`src/rtl/neander_io_port_if.sv`:
```
// neander_io_port_if
//   Groups the CPU-side I/O bus (io_out/io_write/io_in/io_status), the
//   external input pins and the TX drain handshake of neander_io_port.
//
//   Handshake: a byte moves from out_data to the consumer on every rising
//   clock edge where out_valid and out_ready are both 1. out_valid never
//   depends on out_ready. out_data is held stable while out_valid=1 and
//   out_ready=0.
//
//   modport slave  : the I/O port itself.
//   modport master : the CPU plus external pins/consumer environment.
interface neander_io_port_if;
  logic [7:0] io_out;
  logic       io_write;
  logic [7:0] io_in;
  logic [7:0] io_status;
  logic [7:0] pins_in;
  logic [7:0] out_data;
  logic       out_valid;
  logic       out_ready;

  modport slave (
    input  io_out, io_write, pins_in, out_ready,
    output io_in, io_status, out_data, out_valid
  );

  modport master (
    output io_out, io_write, pins_in, out_ready,
    input  io_in, io_status, out_data, out_valid
  );
endinterface

```
`src/rtl/neander_io_port.sv`:
```
// neander_io_port
//   I/O responder for the NEANDER-X CPU. OUT bytes are pushed into a small
//   TX FIFO and drained over a valid/ready handshake. IN data comes from a
//   2-flop synchroniser on the external pins. io_status exposes FIFO state.
//
// Ports
//   clk    : system clock, rising edge.
//   reset  : synchronous, active-high.
//   bus    : neander_io_port_if.slave
//            io_out/io_write  CPU OUT byte and one-cycle strobe
//            io_in            synchronised pins_in (2-cycle latency)
//            io_status        {0, count[2:0], 0, ovf, tx_full, tx_empty}
//            pins_in          asynchronous input pins
//            out_data/out_valid/out_ready  TX drain handshake
//
// Parameter DEPTH: 2 or 4 entries (count stays within 3 bits).
module neander_io_port #(
  parameter int DEPTH = 4
) (
  input  logic              clk,
  input  logic              reset,
  neander_io_port_if.slave  bus
);

  localparam int PW = (DEPTH > 2) ? 2 : 1;

  logic [7:0]    mem_q [DEPTH];
  logic [PW-1:0] wr_ptr_q, wr_ptr_d;
  logic [PW-1:0] rd_ptr_q, rd_ptr_d;
  logic [2:0]    count_q, count_d;
  logic          ovf_q, ovf_d;
  logic [7:0]    sync1_q, sync2_q;

  logic empty, full, push, pop;

  assign empty = (count_q == 3'd0);
  assign full  = (count_q == 3'(DEPTH));
  assign pop   = !empty && bus.out_ready;
  // A pop in the same cycle frees a slot, so a full FIFO still accepts.
  assign push  = bus.io_write && (!full || pop);

  always_comb begin
    wr_ptr_d = wr_ptr_q;
    rd_ptr_d = rd_ptr_q;
    count_d  = count_q;
    ovf_d    = ovf_q;
    if (push) wr_ptr_d = wr_ptr_q + PW'(1);
    if (pop)  rd_ptr_d = rd_ptr_q + PW'(1);
    case ({push, pop})
      2'b10:   count_d = count_q + 3'd1;
      2'b01:   count_d = count_q - 3'd1;
      default: count_d = count_q;
    endcase
    // Write refused: byte dropped, sticky flag until reset.
    if (bus.io_write && !push) ovf_d = 1'b1;
  end

  always_ff @(posedge clk) begin
    if (reset) begin
      wr_ptr_q <= '0;
      rd_ptr_q <= '0;
      count_q  <= 3'd0;
      ovf_q    <= 1'b0;
      sync1_q  <= 8'h00;
      sync2_q  <= 8'h00;
    end else begin
      wr_ptr_q <= wr_ptr_d;
      rd_ptr_q <= rd_ptr_d;
      count_q  <= count_d;
      ovf_q    <= ovf_d;
      sync1_q  <= bus.pins_in;
      sync2_q  <= sync1_q;
    end
  end

  // Storage has no reset; entries are only observed once count covers them.
  always_ff @(posedge clk) begin
    if (push && !reset) mem_q[wr_ptr_q] <= bus.io_out;
  end

  assign bus.out_data  = mem_q[rd_ptr_q];
  assign bus.out_valid = !empty;
  assign bus.io_in     = sync2_q;
  assign bus.io_status = {1'b0, count_q, 1'b0, ovf_q, full, empty};

endmodule
```
`src/flat_wrapper.sv`:
```
// flat-port wrapper written by rule: the top's interface ports become plain ports
module neander_io_port_flat 
#(
  parameter int DEPTH = 4
)
  (clk, reset, bus_io_out, bus_io_write, bus_pins_in, bus_out_ready, bus_io_in, bus_io_status, bus_out_data, bus_out_valid);
  neander_io_port_if bus_i ();
  input  logic clk;
  input  logic reset;
  input wire logic [$bits(bus_i.io_out)-1:0] bus_io_out;
  input wire logic [$bits(bus_i.io_write)-1:0] bus_io_write;
  input wire logic [$bits(bus_i.pins_in)-1:0] bus_pins_in;
  input wire logic [$bits(bus_i.out_ready)-1:0] bus_out_ready;
  output wire logic [$bits(bus_i.io_in)-1:0] bus_io_in;
  output wire logic [$bits(bus_i.io_status)-1:0] bus_io_status;
  output wire logic [$bits(bus_i.out_data)-1:0] bus_out_data;
  output wire logic [$bits(bus_i.out_valid)-1:0] bus_out_valid;
  assign bus_i.io_out = bus_io_out;
  assign bus_i.io_write = bus_io_write;
  assign bus_i.pins_in = bus_pins_in;
  assign bus_i.out_ready = bus_out_ready;
  assign bus_io_in = bus_i.io_in;
  assign bus_io_status = bus_i.io_status;
  assign bus_out_data = bus_i.out_data;
  assign bus_out_valid = bus_i.out_valid;
  neander_io_port #(.DEPTH(DEPTH)) u_core (.clk(clk), .reset(reset), .bus(bus_i));
endmodule
```
`config.mk`:
```
export PLATFORM = sky130hd
export DESIGN_NAME = neander_io_port_flat
export DESIGN_NICKNAME = d
export VERILOG_FILES = /design/src/rtl/neander_io_port_if.sv /design/src/rtl/neander_io_port.sv /design/src/flat_wrapper.sv
export SDC_FILE = /design/constraint.sdc
export NUM_CORES = 1
export LEC_CHECK = 0
export BUFFER_PORTS_ARGS = -buffer_cell sky130_fd_sc_hd__buf_2
export CORE_ASPECT_RATIO = 1.2
export CORE_UTILIZATION = 29
export CTS_CLUSTER_DIAMETER = 120
export CTS_CLUSTER_SIZE = 40
export DETAILED_ROUTE_END_ITERATION = 12
export HOLD_SLACK_MARGIN = 0.08
export PLACE_DENSITY = 0.51
export SKIP_CTS_REPAIR_TIMING = 1
export SLEW_MARGIN = 25
export SYNTH_ARGS = -nofsm -noshare
export SYNTH_HDL_FRONTEND = slang
export SYNTH_SLANG_ARGS = --single-unit
```
`constraint.sdc`:
```
create_clock -name clk -period 4.2 [get_ports clk]
set_input_delay 0.42 -clock clk [delete_from_list [all_inputs] [get_ports clk]]
set_output_delay 0.42 -clock clk [all_outputs]
set_load 0.005 [all_outputs]
```
* After elaboration in Yosys (flattened, before gate mapping)
Memories as Yosys holds them, arrays and structs flattened. A register that Yosys moved wholly into a read port is not among the register bits.
Cells that the tools add are included.
** Word-level totals
- Bits in registers :: 24
- RAM bits :: 32
- Input port bits :: 20
- Logic and storage cells :: 30
- Memories :: 1
** Memory list
- u_core.mem_q :: depth 4, bits a word 8, rd ports 1, clocked after Yosys merged registers in 1, wr ports 1, RTL line neander_io_port.sv:27 : logic [7:0] mem_q [DEPTH];
** Cells by class
- $add $sub $neg :: 4
- Equal/unequal tests :: 3
- Muxes and demuxes :: 5
- Reductions and logical operators :: 11
** Operators with widths (number)
- $pmux 3 s2 :: 1
- $add 2x1->2 const B :: 2
- $logic_and 1x1->1 :: 4
- $logic_not 1->1 :: 4
- $mux 2 :: 2
- $add 3x1->3 const B :: 1
- $eq 3x3->1 const B :: 1
- $logic_not 3->1 :: 1
- $sub 3x1->3 const B :: 1
- $eq 2x1->1 const B :: 1
- $eq 2x2->1 const B :: 1
- $mux 1 :: 2
- $reduce_bool 2->1 :: 1
- $logic_or 1x1->1 :: 1

* Logic depth before layout (Yosys ltp)
Gate-level depths: netlist of the first run.
- Word-level depth :: 8
- Gate-level depth with buffers :: 9
- Depth with buffers taken out :: 9

* Least setup slack after synthesis of the first run
OpenSTA, ideal clock, no wires.
- Path type :: register -> register
- Start :: register u_core.count_q[0]
- End :: register u_core.count_q[2]
- Setup time :: 0.070 ns
- Arrival time :: 2.061 ns
- Required time :: 4.130 ns
- Path slack :: 2.069 ns
- Cell stages (with the launch flop) :: 10
- Buffers on the path :: 0
- Clock period less this slack :: 2.131 ns
- Path through :: dfxtp_1 nor4b_2 nor2b_2 inv_1 ha_1 inv_1 fa_1 xor2_1 or3_1 a21oi_1
** On the way
- Cells in the longest elaborated chain, start to end :: 7
- Elaborated cells between the ends (all ways) :: 13
** RTL lines
- from (decl) :: RTL line neander_io_port.sv:30 : logic [2:0] count_q, count_d;
- from (signal assigned) :: RTL line neander_io_port.sv:69 : count_q <= count_d;
- $logic_not 3->1 :: RTL line neander_io_port.sv:36 : assign empty = (count_q == 3'd0);
- $logic_not 1->1 :: RTL line neander_io_port.sv:38 : assign pop = !empty && bus.out_ready;
- $logic_and 1x1->1 :: RTL line neander_io_port.sv:38
- $logic_or 1x1->1 :: RTL line neander_io_port.sv:40 : assign push = bus.io_write && (!full || pop);
- $logic_and 1x1->1 :: RTL line neander_io_port.sv:40
- $eq 2x1->1 / $eq 2x2->1 (equally long branches) :: RTL line neander_io_port.sv:49 : case ({push, pop})
- $pmux 3 s2 / $reduce_bool 2->1 (equally long branches)
Several ways; a longest one is shown, not always the timed one.
A chain may end at the register's enable or synchronous reset.

* Final worst setup path of the first run
Same ends and word-level chain as after synthesis.

==> results of run 1 <==
-- where the power goes --
group / switching [mW] / internal [mW] / total (mW)
logic: 0.111 / 0.143 / 0.254
clock network: 0.210 / 0.330 / 0.540
registers: 0.0489 / 0.644 / 0.692
-- sequential cells by signal, indices dropped and copies added, names as in the netlist, named ones only --
signal and cells:
u_core.sync1_q 8, u_core.mem_q 32, u_core.bus.io_in 8, u_core.rd_ptr_q 2
u_core.count_q 3, u_core.ovf_q 1, u_core.wr_ptr_q 2
-- cells by family (layout without fill, tap and decap cells) --
group,count (synthesis),after routing,share of synthesized area (%)
flops,58,58,68.8
simple gates,37,37,10.7
buf+inv,18,69,4.13
mux,10,10,9.36
compound gates,7,7,1.74
fa+ha+maj,6,6,3.84
xor+xnor,3,3,1.22
other cells,1,2,0.174
-- how the worst max path moves through the flow --
stage | slack [ps] | to | start
global route | 1690 | u_core.count_q[2] | u_core.count_q[2]
global placement | 1850 | u_core.count_q[2] | bus_out_ready
detailed placement | 1780 | u_core.count_q[2] | bus_out_ready
finish | 1930 | u_core.count_q[2] | u_core.count_q[0]
floorplan | 2070 | u_core.count_q[2] | u_core.count_q[0]
CTS | 1910 | u_core.count_q[2] | u_core.count_q[0]
-- cell usage after synthesis --
cell	number	area (um2)
nand2b_1	2	12.5
inv_1	7	26.3
nor2b_1	16	100
nor4b_2	1	15.0
a21oi_1	4	20.0
conb_1	1	3.75
buf_2	2	10.0
or3_4	1	11.3
dfxtp_1	26	521
nor2_1	8	30.0
or3_1	2	12.5
nor3b_1	4	30.0
edfxtp_1	32	961
nor2b_2	1	8.76
xor2_1	3	26.3
buf_4	5	37.5
mux2_2	1	11.3
nand2_1	1	3.75
clkbuf_1	2	7.51
mux4_2	8	180
and3_1	1	6.26
buf_1	1	3.75
inv_2	1	3.75
fa_1	1	20.0
mux2i_1	1	10.0
ha_1	5	62.6
o31ai_1	1	7.51
o21ai_0	2	10.0
-- per-stage QoR --
stage	worst slack, ps	hold WS, ps	total power, mW
5_1_grt	1690	298	1.57
6_report	1930	299	1.49
3_5_place_dp	1780	422	0.964
4_1_cts	1910	280	1.51
2_1_floorplan	2070	414	0.882
3_3_place_gp	1850	415	0.966
-- area by class of cell --
cell class / instances / area [um2] / share of cell area [%]
Sequential cell: 58 / 1480 / 55.8
Multi-Input combinational cell: 65 / 591 / 22.2
Timing Repair Buffer: 45 / 233 / 8.76
Clock buffer: 10 / 128 / 4.80
Tap cell: 90 / 113 / 4.24
Clock inverter: 6 / 81.3 / 3.06
Inverter: 8 / 30.0 / 1.13
-- critical path, cell delays in order, from the launching register on --
cell	delay (ps)
dfxtp_1	360
nor4b_2	350
nor2b_2	100
inv_1	160
ha_1	200
inv_1	60
fa_1	370
xor2_1	160
or3_1	300
a21oi_1	140
-- routing by layer --
| metal | global-route usage [%] | vias up | share of wire, % |
|---|---|---|---|
| met5 | 0 | - | 0 |
| met4 | 5.80 | 0 | 1.6 |
| met3 | 5.31 | 8 | 7.3 |
| met2 | 17.0 | 39 | 49 |
| met1 | 11.3 | 549 | 42 |
| li1 | - | 577 | - |
==> flow_metrics.tcl, run 1 <==
set metrics [dict create \
    reg2reg_from "u_core.count_q[0]" \
    vias_per_cell 4.16 \
    cts_max_level 3 \
    worst-setup-path-type "reg2reg" \
    regToRegEndpoint "u_core.count_q[2]" \
    min_path_type "in2reg" \
    maxCapViolations 0 \
    postRouteWirelength_um 3440 \
    ir_worst_vdd_uv 188 \
    mostFrequentLayoutCells "buf_2, edfxtp_1, dfxtp_1" \
    clk_path_buf_depth 2 \
    syn_avg_cell_area_um2 15.4 \
    seq_area_frac_synth_pct 68.8 \
    antenna_cells 0 \
    crit_path_start_kind "register" \
    wl_per_cell_um 12.2 \
    dieHeight_um 96.4 \
    nNetsFinal 213 \
    grt_pass1_vias 1239 \
    design_area_um2 2660 \
    final_common_cell "buf_2" \
    cp.required_ps 4450 \
    p_per_area_nw_per_um2 560 \
    p_leak_nw 1.04 \
    hold_start "bus_io_out[4]" \
    initial_utilization_pct 29.8 \
    finalCritPeriodShare_pct 54.1 \
    place.gp.congestion 0.723 \
    synthCells 140 \
    reg2reg_slack_ps 1930 \
    yosysWarnings 0 \
    crit_fanout 6 \
    grt_util_all_layers_pct 10.6 \
    drtIter0Drc 75 \
    endpoint_kind "register" \
    cp.arrival_ps 2530 \
    hold_end "u_core.mem_q[1][4]" \
    setup_viol 0 \
    dieWidth_um 80.6 \
    clock_latency_ps 330 \
    die-area_um2 7770 \
    ant_nets 0 \
    hold_depth 1 \
    dpl.hpwl_um 2310 \
    core-area_um2 7230 \
    syn_area_um2 2150 \
    ys_seq_elements 58 \
    clockRootBuffer "clkbuf_8" \
    synth_cell_types 28 \
    clkTransAtPathRegs_ps 70 \
    reg2reg_depth 9 \
    vias 1173 \
    dp.cells 266 \
    final_util_pct 36.7 \
    grt_pass1_wl_um 5800 \
    drive_above_1_share_pct 38.0 \
    placed_area_um2 2450 \
    slew_headroom_pct 46.2 \
    finalWorstPathRequiredPeriod_ps 2270 \
    cts.sinks 58 \
    hold_viol_final 0 \
    layout.cells.non_filler 282 \
    outcome "completed" \
    fmax_mhz 440 \
    drc 0 \
    tightest_slew_ps 803 \
    grt_max_degree 32 \
    row_count 34 \
    cts_made_buffers 9 \
    io_pins 45 \
    antenna_found_initial 0 \
    area_growth_pct 23.4 \
    grt_overflow 0 \
    finClkSkew_ps 11.4 \
    fillCellCount 711 \
    slew_violations 0 \
    portBuffers 42 \
    fin_setup_tns_ps 0 \
    rsz0062_at_grt "false" \
    firstDrtPassIters 4 \
    cts_tree "built" \
]
(Power assumes the default switching activity.)
==> inputs of run 2 (changes only) <==
- PLACE_DENSITY: 0.51 -> 0.52
- clock period: 4.2 -> 1.8 ns (I/O delays scaled with it)
==> run 2 against run 1 <==
The flow now finishes with violations (setup timing). Clock-buffer cell count unchanged. Sequential cell count unchanged. Critical path depth unchanged. Non-clock buffer count increased by 27. Total power increased by 140%. Clock skew decreased by 6.3 ps. Utilization increased by 3.6 points. Routed wire length increased by 9.3%. Clock power increased by 110%. Cell count increased by 9.6%. Register-to-register slack got worse by 2100 ps. Sequential share of layout area decreased by 4.8 points. Largest cell class unchanged. Highest routed layer unchanged.
==> flow_metrics.tcl, run 2 (synthesis gave the netlist of run 1 again) <==
set metrics [dict create \
    drtIter0Drc 60 \
    grt_overflow 0 \
    slew_violations 0 \
    p_leak_nw 1.15 \
    clockRootBuffer "clkbuf_8" \
    postRouteWirelength_um 3760 \
    outcome "finished, violations left" \
    critPathLaunch "u_core.count_q[1]" \
    crit_fanout 2 \
    design_area_um2 2910 \
    path_buf_inv 2 \
    core-area_um2 7230 \
    die-area_um2 7770 \
    firstDrtPassIters 4 \
    grt_pass1_vias 1300 \
    ir_worst_vdd_uv 676 \
    io_pins 45 \
    drc 0 \
    maxCapViolations 0 \
    endpoint_kind "register" \
    area_growth_pct 35.4 \
    dpl.hpwl_um 2490 \
    finClkSkew_ps 5.08 \
    clkTransAtPathRegs_ps 70 \
    grt_pass1_wl_um 5880 \
    ant_nets 0 \
    dieHeight_um 96.4 \
    crit_chain "nor4b_4 -> nor2b_2 -> inv_2 -> ha_4 -> inv_2 -> fa_2 -> xor2_1 -> or3_1 -> a21oi_2" \
    tightest_slew_ps 532 \
    cts_tree "built" \
    cts.sinks 58 \
    cts_made_buffers 9 \
    layout.cells.non_filler 309 \
    reg2reg_from "u_core.count_q[1]" \
    placed_area_um2 2570 \
    antenna_found_initial 0 \
    finalCritPeriodShare_pct 107 \
    final_common_cell "buf_2" \
    mostFrequentLayoutCells "buf_2, edfxtp_1, dfxtp_1" \
    hold_viol_final 0 \
    antenna_cells 0 \
    vias_per_cell 4.10 \
    cp.required_ps 2050 \
    cpMostUsedCell "inv_2" \
    crit_path_start_kind "register" \
    grt_max_degree 32 \
    cts_max_level 3 \
    finalWorstPathRequiredPeriod_ps 1930 \
    final_util_pct 40.3 \
    initial_utilization_pct 29.8 \
    largest_register_ffs 32 \
    dieWidth_um 80.6 \
    violations "setup timing" \
    postLayoutSetupSlackWorst_ps -129 \
    min_path_type "in2reg" \
    rsz0062_at_grt "true" \
    vias 1268 \
    row_count 34 \
    fmax_mhz 518 \
    clock_latency_ps 330 \
    wl_per_cell_um 12.2 \
    largest-register "u_core.mem_q" \
    worst-setup-path-type "reg2reg" \
    cpLargestDelayFamily "simple AND/OR/NAND/NOR gates" \
    cp.arrival_ps 2180 \
    hold_start "bus_pins_in[4]" \
    portBuffers 42 \
    slew_headroom_pct 64.5 \
    place.gp.congestion 0.717 \
    cpMaxStageDelayCell "dfxtp_2" \
    p_per_area_nw_per_um2 1220 \
    nNetsFinal 240 \
    slowest_delay_ps 330 \
    drive_above_1_share_pct 43.8 \
    setup_viol 1 \
    fin_setup_tns_ps -129 \
    dp.cells 279 \
    clk_path_buf_depth 2 \
    grt_util_all_layers_pct 10.9 \
]
run 2: cell count changes in the layout (fill, tap and decap cells not counted), sizes merged:
cell and change:
buf +14, dlygate4sd3 +13, clkinvlp +1, bufinv -1
run 2: path summary, 6_finish.rpt:
kind	slack (ps)	endpoint	cells past startpoint
worst max-delay path	-130	u_core.count_q[2]	9
worst max register to register	-130	u_core.count_q[2]	9
worst min register to register	440	u_core.bus.io_in[6]	1
worst min-delay path	70	u_core.sync1_q[4]	2
run 2: final cells by class:
class | count | area, um2
Multi-Input combinational cell | 65 | 633
Sequential cell | 58 | 1490
Clock inverter | 6 | 57.6
Tap cell | 90 | 113
Fill cell | 683 | 4320
Clock buffer | 10 | 128
Inverter | 8 | 30.0
Timing Repair Buffer | 72 | 468
run 2: routing by layer:
layer	GRT usage [%]	share of wire [%]
met5	0	0
met4	8.48	2.2
met3	3.98	5.6
met2	18.2	51
met1	11.1	41
run 2: power by group:
| part | switching (mW) | internal [mW] | total (mW) |
|---|---|---|---|
| Sequential | 0.0726 | 1.51 | 1.58 |
| Clock | 0.484 | 0.627 | 1.11 |
| Combinational | 0.380 | 0.496 | 0.877 |
run 2: per-stage QoR:
| step | hold slack (ps) | setup slack [ps] | power, mW |
|---|---|---|---|
| after CTS | 45.3 | -152 | 3.55 |
| after detailed placement | 395 | -154 | 2.41 |
| after global placement | 390 | -103 | 2.41 |
| final | 65.3 | -129 | 3.57 |
| after global routing | 80.4 | -214 | 3.79 |
| after floorplan | 279 | -133 | 2.10 |
